$ cat src/rtl/pc_fetch_unit.sv
`default_nettype none
// +---------------------------------------------------------------------------+
// | Module      : pc_fetch_unit                                               |
// | Description : Program-counter fetch stage in front of a synchronous       |
// |               instruction memory. One fetch per cycle, single-cycle      |
// |               redirect (absolute or PC-relative), stall with a hold       |
// |               buffer so that no fetched instruction is dropped or         |
// |               duplicated.                                                 |
// | Ports       : clk_i             clock, rising edge                        |
// |               reset_i           synchronous active-high reset             |
// |               stall_i           consumer not accepting this cycle         |
// |               redirect_valid_i  jump/branch taken this cycle              |
// |               redirect_mode_i   0 = absolute, 1 = relative to ins_pc_o    |
// |               redirect_target_i absolute address or signed offset         |
// |               imem_en_o         memory read enable                        |
// |               imem_addr_o       memory read address                       |
// |               imem_rdata_i      memory data, one cycle after imem_en_o    |
// |               ins_o             instruction presented to decode           |
// |               ins_pc_o          address of ins_o                          |
// |               ins_valid_o       ins_o/ins_pc_o are meaningful             |
// | Revision    : 1.0 - initial release                                       |
// +---------------------------------------------------------------------------+
module pc_fetch_unit #(
   parameter int unsigned     AW       = 8,
   parameter int unsigned     IW       = 24,
   parameter logic [AW-1:0]   RESET_PC = '0,
   parameter logic [IW-1:0]   NOP      = '0
) (
   input  logic          clk_i,
   input  logic          reset_i,
   input  logic          stall_i,
   input  logic          redirect_valid_i,
   input  logic          redirect_mode_i,
   input  logic [AW-1:0] redirect_target_i,
   output logic          imem_en_o,
   output logic [AW-1:0] imem_addr_o,
   input  logic [IW-1:0] imem_rdata_i,
   output logic [IW-1:0] ins_o,
   output logic [AW-1:0] ins_pc_o,
   output logic          ins_valid_o
);

   logic [AW-1:0] pc_q;
   logic          req_valid_q;
   logic [AW-1:0] req_pc_q;
   logic          hold_active_q;
   logic [IW-1:0] hold_ins_q;
   logic [AW-1:0] hold_pc_q;
   logic          hold_valid_q;

   logic [IW-1:0] cur_ins;
   logic [AW-1:0] cur_pc;
   logic          cur_valid;
   logic [AW-1:0] redirect_addr;
   logic [AW-1:0] fetch_addr;
   logic          fetch_en;
   logic          capture_d;

   // Presented instruction: the hold buffer wins while it is active, otherwise
   // the memory data for the request issued last cycle.
   always_comb begin
      cur_ins   = req_valid_q ? imem_rdata_i : NOP;
      cur_pc    = req_valid_q ? req_pc_q     : '0;
      cur_valid = req_valid_q;
      if (hold_active_q) begin
         cur_ins   = hold_ins_q;
         cur_pc    = hold_pc_q;
         cur_valid = hold_valid_q;
      end
   end

   // Relative redirects are taken from the PC actually presented this cycle,
   // which may be the held one during a stall.
   always_comb begin
      redirect_addr = redirect_mode_i ? (cur_pc + redirect_target_i) : redirect_target_i;
      fetch_addr    = redirect_valid_i ? redirect_addr : pc_q;
      fetch_en      = !reset_i && (redirect_valid_i || !stall_i);
      capture_d     = stall_i && !redirect_valid_i && !hold_active_q;
   end

   assign imem_en_o   = fetch_en;
   assign imem_addr_o = fetch_addr;
   assign ins_o       = reset_i ? NOP  : cur_ins;
   assign ins_pc_o    = reset_i ? '0   : cur_pc;
   assign ins_valid_o = reset_i ? 1'b0 : cur_valid;

   always_ff @(posedge clk_i) begin
      if (reset_i) begin
         pc_q          <= RESET_PC;
         req_valid_q   <= 1'b0;
         req_pc_q      <= '0;
         hold_active_q <= 1'b0;
         hold_ins_q    <= NOP;
         hold_pc_q     <= '0;
         hold_valid_q  <= 1'b0;
      end else begin
         if (fetch_en) begin
            pc_q        <= fetch_addr + AW'(1);
            req_pc_q    <= fetch_addr;
            req_valid_q <= 1'b1;
         end else begin
            req_valid_q <= 1'b0;
         end

         // Memory data is only visible for one cycle, so the first stalled
         // cycle snapshots the presented instruction into the hold buffer.
         if (capture_d) begin
            hold_ins_q    <= cur_ins;
            hold_pc_q     <= cur_pc;
            hold_valid_q  <= cur_valid;
            hold_active_q <= 1'b1;
         end else if (!stall_i || redirect_valid_i) begin
            hold_active_q <= 1'b0;
         end
      end
   end

endmodule
`default_nettype wire
$ cat config.mk
export PLATFORM = sky130hd
export DESIGN_NAME = pc_fetch_unit
export DESIGN_NICKNAME = d
export VERILOG_FILES = /design/src/rtl/pc_fetch_unit.sv
export SDC_FILE = /design/constraint.sdc
export NUM_CORES = 1
export LEC_CHECK = 0
export CAP_MARGIN = 20
export CORE_ASPECT_RATIO = 0.8
export CORE_MARGIN = 4
export CORE_UTILIZATION = 45
export CTS_CLUSTER_DIAMETER = 40
export DETAILED_ROUTE_END_ITERATION = 16
export PLACE_DENSITY = 0.85
export SLEW_MARGIN = 25
export SYNTH_ARGS = -nofsm -noshare
export SYNTH_HDL_FRONTEND = slang
export SYNTH_SLANG_ARGS = --single-unit
$ cat constraint.sdc
create_clock -name clk_i -period 7.3 [get_ports clk_i]
set_input_delay 1.095 -clock clk_i [delete_from_list [all_inputs] [get_ports clk_i]]
set_output_delay 1.095 -clock clk_i [all_outputs]
set_load 0.02 [all_outputs]
==> impl_metrics.ini, run 1 <==
[placed_design]
dp.cells = 555
routabilityCongestion = 0.969
place_ws_ns = 2.37
dp_hpwl_um = 5590
portBuffers = 78

[yosys]
synthArstFlopShare_pct = 0
synth_seq_cells = 51
synthTopCellsByCount = nor2_1, nand2_1, a21oi_1
yosysMostFrequentCell = nor2_1
synth_cell_types = 38
yosysTopAreaCellShare_pct = 34.5
synth_area_leaders = dfxtp_1, nor2_1, a21oi_1
yosys_warnings = 0
synth_seq_area_share_pct = 34.5
synth_ff_type = dfxtp_1
synth_edf_count = 0
syn_inst = 425
synth_nets = 473
avgSynthCellArea_um2 = 6.96
synth_area_um2 = 2960
synth_top_cell_by_area = dfxtp_1

[floorplanning]
start_util_pct = 46.4
dieArea_um2 = 7940
fp.dieH_um = 80.5
rows = 26
core_um2 = 6380
die_w_um = 98.6
io_pins = 79

[sta]
fmax_ghz = 0.196
rsz0062_at_grt = false
worstMarginPinSlew_ns = 0.975
layout_setup_ws_ns = 2.21
finalClockSkew_ns = 0.00661
finalMaxSlewViolations = 0
slew_headroom_pct = 35.0
finalCriticalPeriod_ns = 5.09
hold_violations = 0
setup-tns-final_ns = 0
finalSetupViolCount = 0
period_share_pct = 69.8

[critical_path]
timing.rr.start = req_valid_q
crit_chain = nand2_1, nor2_1, a21oi_1, inv_1, ha_1, inv_1, fa_1, nand3b_1, nand2_1, a31oi_1, xnor2_1, a21oi_1, nor2_1, clkdlybuf4s50_1
cpMaxStageDelayCell = dfxtp_2
reg2reg_depth = 15
crit_arrival_ns = 4.00
crit_family = flip-flops
worst-path-buf-inv = 3
critical-path-max-stage-delay_ns = 0.98
worstSetupPathType = reg2out
r2r_end = pc_q[7]
cp_max_fo = 58
end_kind = output pin
worstSetupStartpointType = register
crit_required_ns = 6.20
rrSetupSlack_ns = 3.62

[drt]
ant_nets = 0
avgViaCountPerCell = 5.35
firstDrtPassIters = 4
avgRoutedWirePerCell_um = 13.8
detail_route.wirelength_um = 7750
num_vias = 3009
drc = 0
drt_iter0_markers = 196

[clocking]
cts_resized = 0
cts_tree = built
ctsHoldBuffers = 0
post_cts.repair.setup_buffers = 0
clk_latency_ns = 0.30
cts.sinks = 51
cts_buffers = 5
clk_pin_slew_worst_paths_ns = 0.09
htree_levels = 2
clock_path_buffers = 2
root_buffer = clkbuf_8

[outcome]
status = finished clean

[global_routing]
overflow = 0
grt_pass1_vias = 2847
grt_pass1_wl_um = 12800
track_usage_pct = 19.4
grt_max_degree = 68
antenna_found_initial = 0

[cells_and_area]
area_growth_pct = 29.4
fin_cells = 562
postLayoutCoreUtil_pct = 60.0
multiInputGateArea_um2 = 1750
regArea_um2 = 1030
final_nets = 526
fill_cells = 602
drive_gt1_share_pct = 4.81
antennaDiodeCount = 0

[hold_path]
hold_end = pc_q[7]
hold_class = reg2reg
holdPathStages = 2
hp-start = pc_q[7]

[power]
peakVddDrop_v = 0.000103
power_density_nw_per_um2 = 173
leakagePower_nw = 1.53
power_w = 0.000664

[flow_run]
maxCapViolations = 0
[logic make-up after synthesis]
logic type                 count (synthesis)  share of synthesized area (%)
buffers and inverters                     49                           6.56
adders and majority gates                 11                           4.91
and+or+nand+nor                          197                           28.9
AOI/OAI and AO/OA                        103                           20.8
DFF                                       51                           34.5
xor gates and xnor gates                  10                           2.96
muxes                                      4                           1.35
[power by group]
| group | switching, W | internal (W) | total (W) |
|---|---|---|---|
| sequential | 0.0000176 | 0.000294 | 0.000312 |
| clock | 0.0000887 | 0.000101 | 0.000189 |
| combinational | 0.0000882 | 0.0000747 | 0.000163 |
[cell usage in the layout (no fill, tap or decap), types with 2 or more instances in the layout]
cell type	instances
a211oi_1	10
a21o_1	2
a21oi_1	62
a21oi_2	3
a22o_1	7
and3_1	2
buf_4	2
clkbuf_8	5
clkdlybuf4s50_1	77
dfxtp_1	49
ha_1	10
inv_1	13
inv_2	2
mux2i_1	4
nand2_1	69
nand2b_1	3
nand3_1	27
nand3b_1	3
nor2_1	83
o21ai_0	12
o21ai_1	2
or3_1	2
xnor2_1	6
xor2_1	4
[worst register-to-register path, cell delays in order (launching register included)]
cell,delay (ns)
dfxtp_2,0.98
nand2_1,0.15
nor2_1,0.13
a21oi_1,0.08
inv_1,0.10
ha_1,0.15
inv_1,0.05
fa_1,0.40
xnor2_1,0.16
mux2i_1,0.11
a21oi_2,0.31
nor3b_4,0.31
nand3_2,0.15
nor4b_4,0.26
xnor2_1,0.15
o21ai_1,0.07
[layout make-up]
class / count / area share, %
multi-input cells: 325 / 45.6
clock inverters: 1 / 0.785
repair buffers: 80 / 20.7
clock buffers: 6 / 1.90
flip-flops and latches: 51 / 26.8
well taps: 84 / 2.75
inverters: 15 / 1.47
[worst max path at each step]
stage                                    start             end  slack (ns)  cells past startpoint
final                              req_valid_q  imem_addr_o[6]        2.21                     14
after global routing               req_valid_q  imem_addr_o[6]        1.89                     14
after CTS                        hold_active_q  imem_addr_o[7]        2.11                     11
after detailed placement  redirect_target_i[0]  imem_addr_o[6]        2.37                     11
after global placement    redirect_target_i[0]  imem_addr_o[6]        2.41                     11
after floorplan                  hold_active_q  imem_addr_o[6]        3.54                     13
[per-layer routing]
layer  global-route usage (%)  up-vias  wire length (µm)
li1                         -     1524                 -
met1                     25.0     1388              3580
met2                     33.2       81              3700
met3                     2.78       16               319
met4                     7.09        0               148
met5                        0        -                 0
[flip-flops by register name (all words and copies together), names as in the netlist]
name / count
hold_active_q: 1
req_valid_q: 1
hold_ins_q: 24
hold_valid_q: 1
hold_pc_q: 8
pc_q: 8
req_pc_q: 8
[through the flow]
stage	instance area (µm²)	hold WS, ns
3_5_place_dp	3720	0.445
5_1_grt	3830	0.482
6_report	3830	0.454
3_3_place_gp	3720	0.436
4_1_cts	3820	0.457
2_1_floorplan	2960	0.425
Power figures use the tool's default switching activity.
==> run 2, diff against run 1 <==
==> constraint.sdc (replaced) <==
create_clock -name clk_i -period 4.85 [get_ports clk_i]
set_input_delay 0.7275 -clock clk_i [delete_from_list [all_inputs] [get_ports clk_i]]
set_output_delay 0.7275 -clock clk_i [all_outputs]
set_load 0.02 [all_outputs]
==> run 2 against run 1 <==
Against the previous run: clock power increased by 69%; critical path type unchanged; power increased by 56%; wire length increased by 0.22%; non-clock buffer count increased by 2; sequential power increased by 47%; flip-flop and latch count unchanged; die area unchanged; critical path depth decreased by 3.
==> impl_metrics.ini, run 2 (synthesis results as in run 1) <==
[hold_path]
hp-start = hold_ins_q[0]
holdPathStages = 2
hold_end = hold_ins_q[0]
hold_class = reg2reg

[cells_and_area]
largest_reg_flops = 24
area_growth_pct = 30.5
antennaDiodeCount = 0
layout_common_cells = nor2_1, clkdlybuf4s50_1, nand2_1
drive_gt1_share_pct = 5.82
postLayoutCellArea_um2 = 3860
top_register = hold_ins_q
final_nets = 528
final_common_cell = nor2_1

[power]
pwr-share-clk_pct = 30.8
combPwrFrac_pct = 24.8
power_density_nw_per_um2 = 268
p_sw_share_pct = 29.8
leakagePower_nw = 1.56
p_int_w = 0.000726
pwr-share-seq_pct = 44.4
peakVddDrop_v = 0.000175
p_sw_w = 0.000308

[global_routing]
grt_pass1_wl_um = 13000
grt_max_degree = 70
overflow = 0
antenna_found_initial = 0
track_usage_pct = 19.8
grt_pass1_vias = 2790

[sta]
setup-tns-final_ns = 0
finalClockSkew_ns = 0.0146
rsz0062_at_grt = false
fmax_ghz = 0.230
worstMarginPinSlew_ns = 0.735
period_share_pct = 89.7
layout_setup_ws_ns = 0.500
finalCriticalPeriod_ns = 4.35
finalMaxSlewViolations = 0
finalSetupViolCount = 0
slew_headroom_pct = 50.9
hold_violations = 0

[drt]
routed.top_layer = met4
drt-met1-wl_um = 3580
detail_route.wirelength_um = 7770
wl_met2_um = 3720
drt_iter0_markers = 153
firstDrtPassIters = 4
num_vias = 2986
ant_nets = 0
dr_wl_met3_um = 413
avgRoutedWirePerCell_um = 13.7
drc = 0
avgViaCountPerCell = 5.28

[critical_path]
crit_chain = nor2_1, a21oi_1, inv_1, ha_1, and3_1, o2111a_1, nor3_1, o21ai_1, xor2_1, a21oi_2, clkdlybuf4s50_1
cpMaxStageDelayCell = dfxtp_2
worstSetupStartpointType = register
cp_max_fo = 28
critical-path-max-stage-delay_ns = 0.67
crit_arrival_ns = 3.62
rrSetupSlack_ns = 1.61
timing.rr.start = hold_active_q
end_kind = output pin
r2r_end = pc_q[6]
crit_required_ns = 4.12
worstSetupPathType = reg2out
reg2reg_depth = 14

[placed_design]
routabilityCongestion = 0.864
portBuffers = 78
dpl_cell_area_um2 = 3740
place_ws_ns = 0.698
dp_hpwl_um = 5500

[outcome]
status = finished clean

[clocking]
cts_resized = 0
cts_tree = built
cts_buffers = 5
root_buffer = clkbuf_8
htree_levels = 2
clk_latency_ns = 0.30
clock_path_buffers = 2
cts.sinks = 51
post_cts.repair.setup_buffers = 0
ctsHoldBuffers = 0
clk_pin_slew_worst_paths_ns = 0.10

[floorplanning]
io_pins = 79
dieArea_um2 = 7940
rows = 26
start_util_pct = 46.4
fp.dieH_um = 80.5
core_um2 = 6380
die_w_um = 98.6

[flow_run]
maxCapViolations = 0
-- run 2: final cells by class --
cell class | instances | area [µm²]
Tap cell | 84 | 105
Fill cell | 616 | 2520
Sequential cell | 51 | 1020
Clock inverter | 2 | 38.8
Multi-Input combinational cell | 325 | 1750
Inverter | 15 | 56.3
Clock buffer | 6 | 82.6
Timing Repair Buffer | 82 | 806
-- run 2: stage by stage --
stage | instances | power, W | util, % | hold WS, ns
final | 565 | 0.00103 | 60.5 | 0.459
after global routing | 565 | 0.00108 | 60.5 | 0.481
after CTS | 565 | 0.00104 | 60.5 | 0.462
after detailed placement | 557 | 0.000723 | 58.6 | 0.448
after global placement | 557 | 0.000718 | 58.6 | 0.434
after floorplan | 425 | 0.000623 | - | 0.425
-- run 2: power by group through the flow --
stage	sequential (W)	clock (W)	combinational [W]
finish	0.000459	0.000319	0.000256
detailed placement	0.000468	0	0.000255
CTS	0.000459	0.000321	0.000257
global route	0.000462	0.000339	0.000283
floorplan	0.000461	0	0.000162
global placement	0.000467	0	0.000251
-- run 2: how the worst max path moves through the flow --
stage,from,slack [ns],endpoint
2_1_floorplan,hold_active_q,1.46,imem_addr_o[6]
3_3_place_gp,redirect_target_i[0],0.72,imem_addr_o[6]
3_5_place_dp,redirect_target_i[0],0.70,imem_addr_o[6]
4_1_cts,hold_active_q,0.48,imem_addr_o[7]
5_1_grt,hold_active_q,0.21,imem_addr_o[7]
6_report,hold_active_q,0.50,imem_addr_o[7]
-- run 2: routing by layer --
metal,track usage [%],up-vias
li1,-,1530
met1,26.5,1379
met2,33.9,73
met3,3.21,4
met4,4.09,0
met5,0,-
-- run 2: worst max-delay path: cells and delay by family (launching register included) --
| kind | cells | cell delay [ns] |
|---|---|---|
| AOI/OAI and AO/OA | 4 | 0.94 |
| adders and majority gates | 1 | 0.27 |
| buffers and inverters | 2 | 0.73 |
| DFF | 1 | 0.67 |
| and+or+nand+nor | 3 | 0.52 |
| xor gates and xnor gates | 1 | 0.18 |
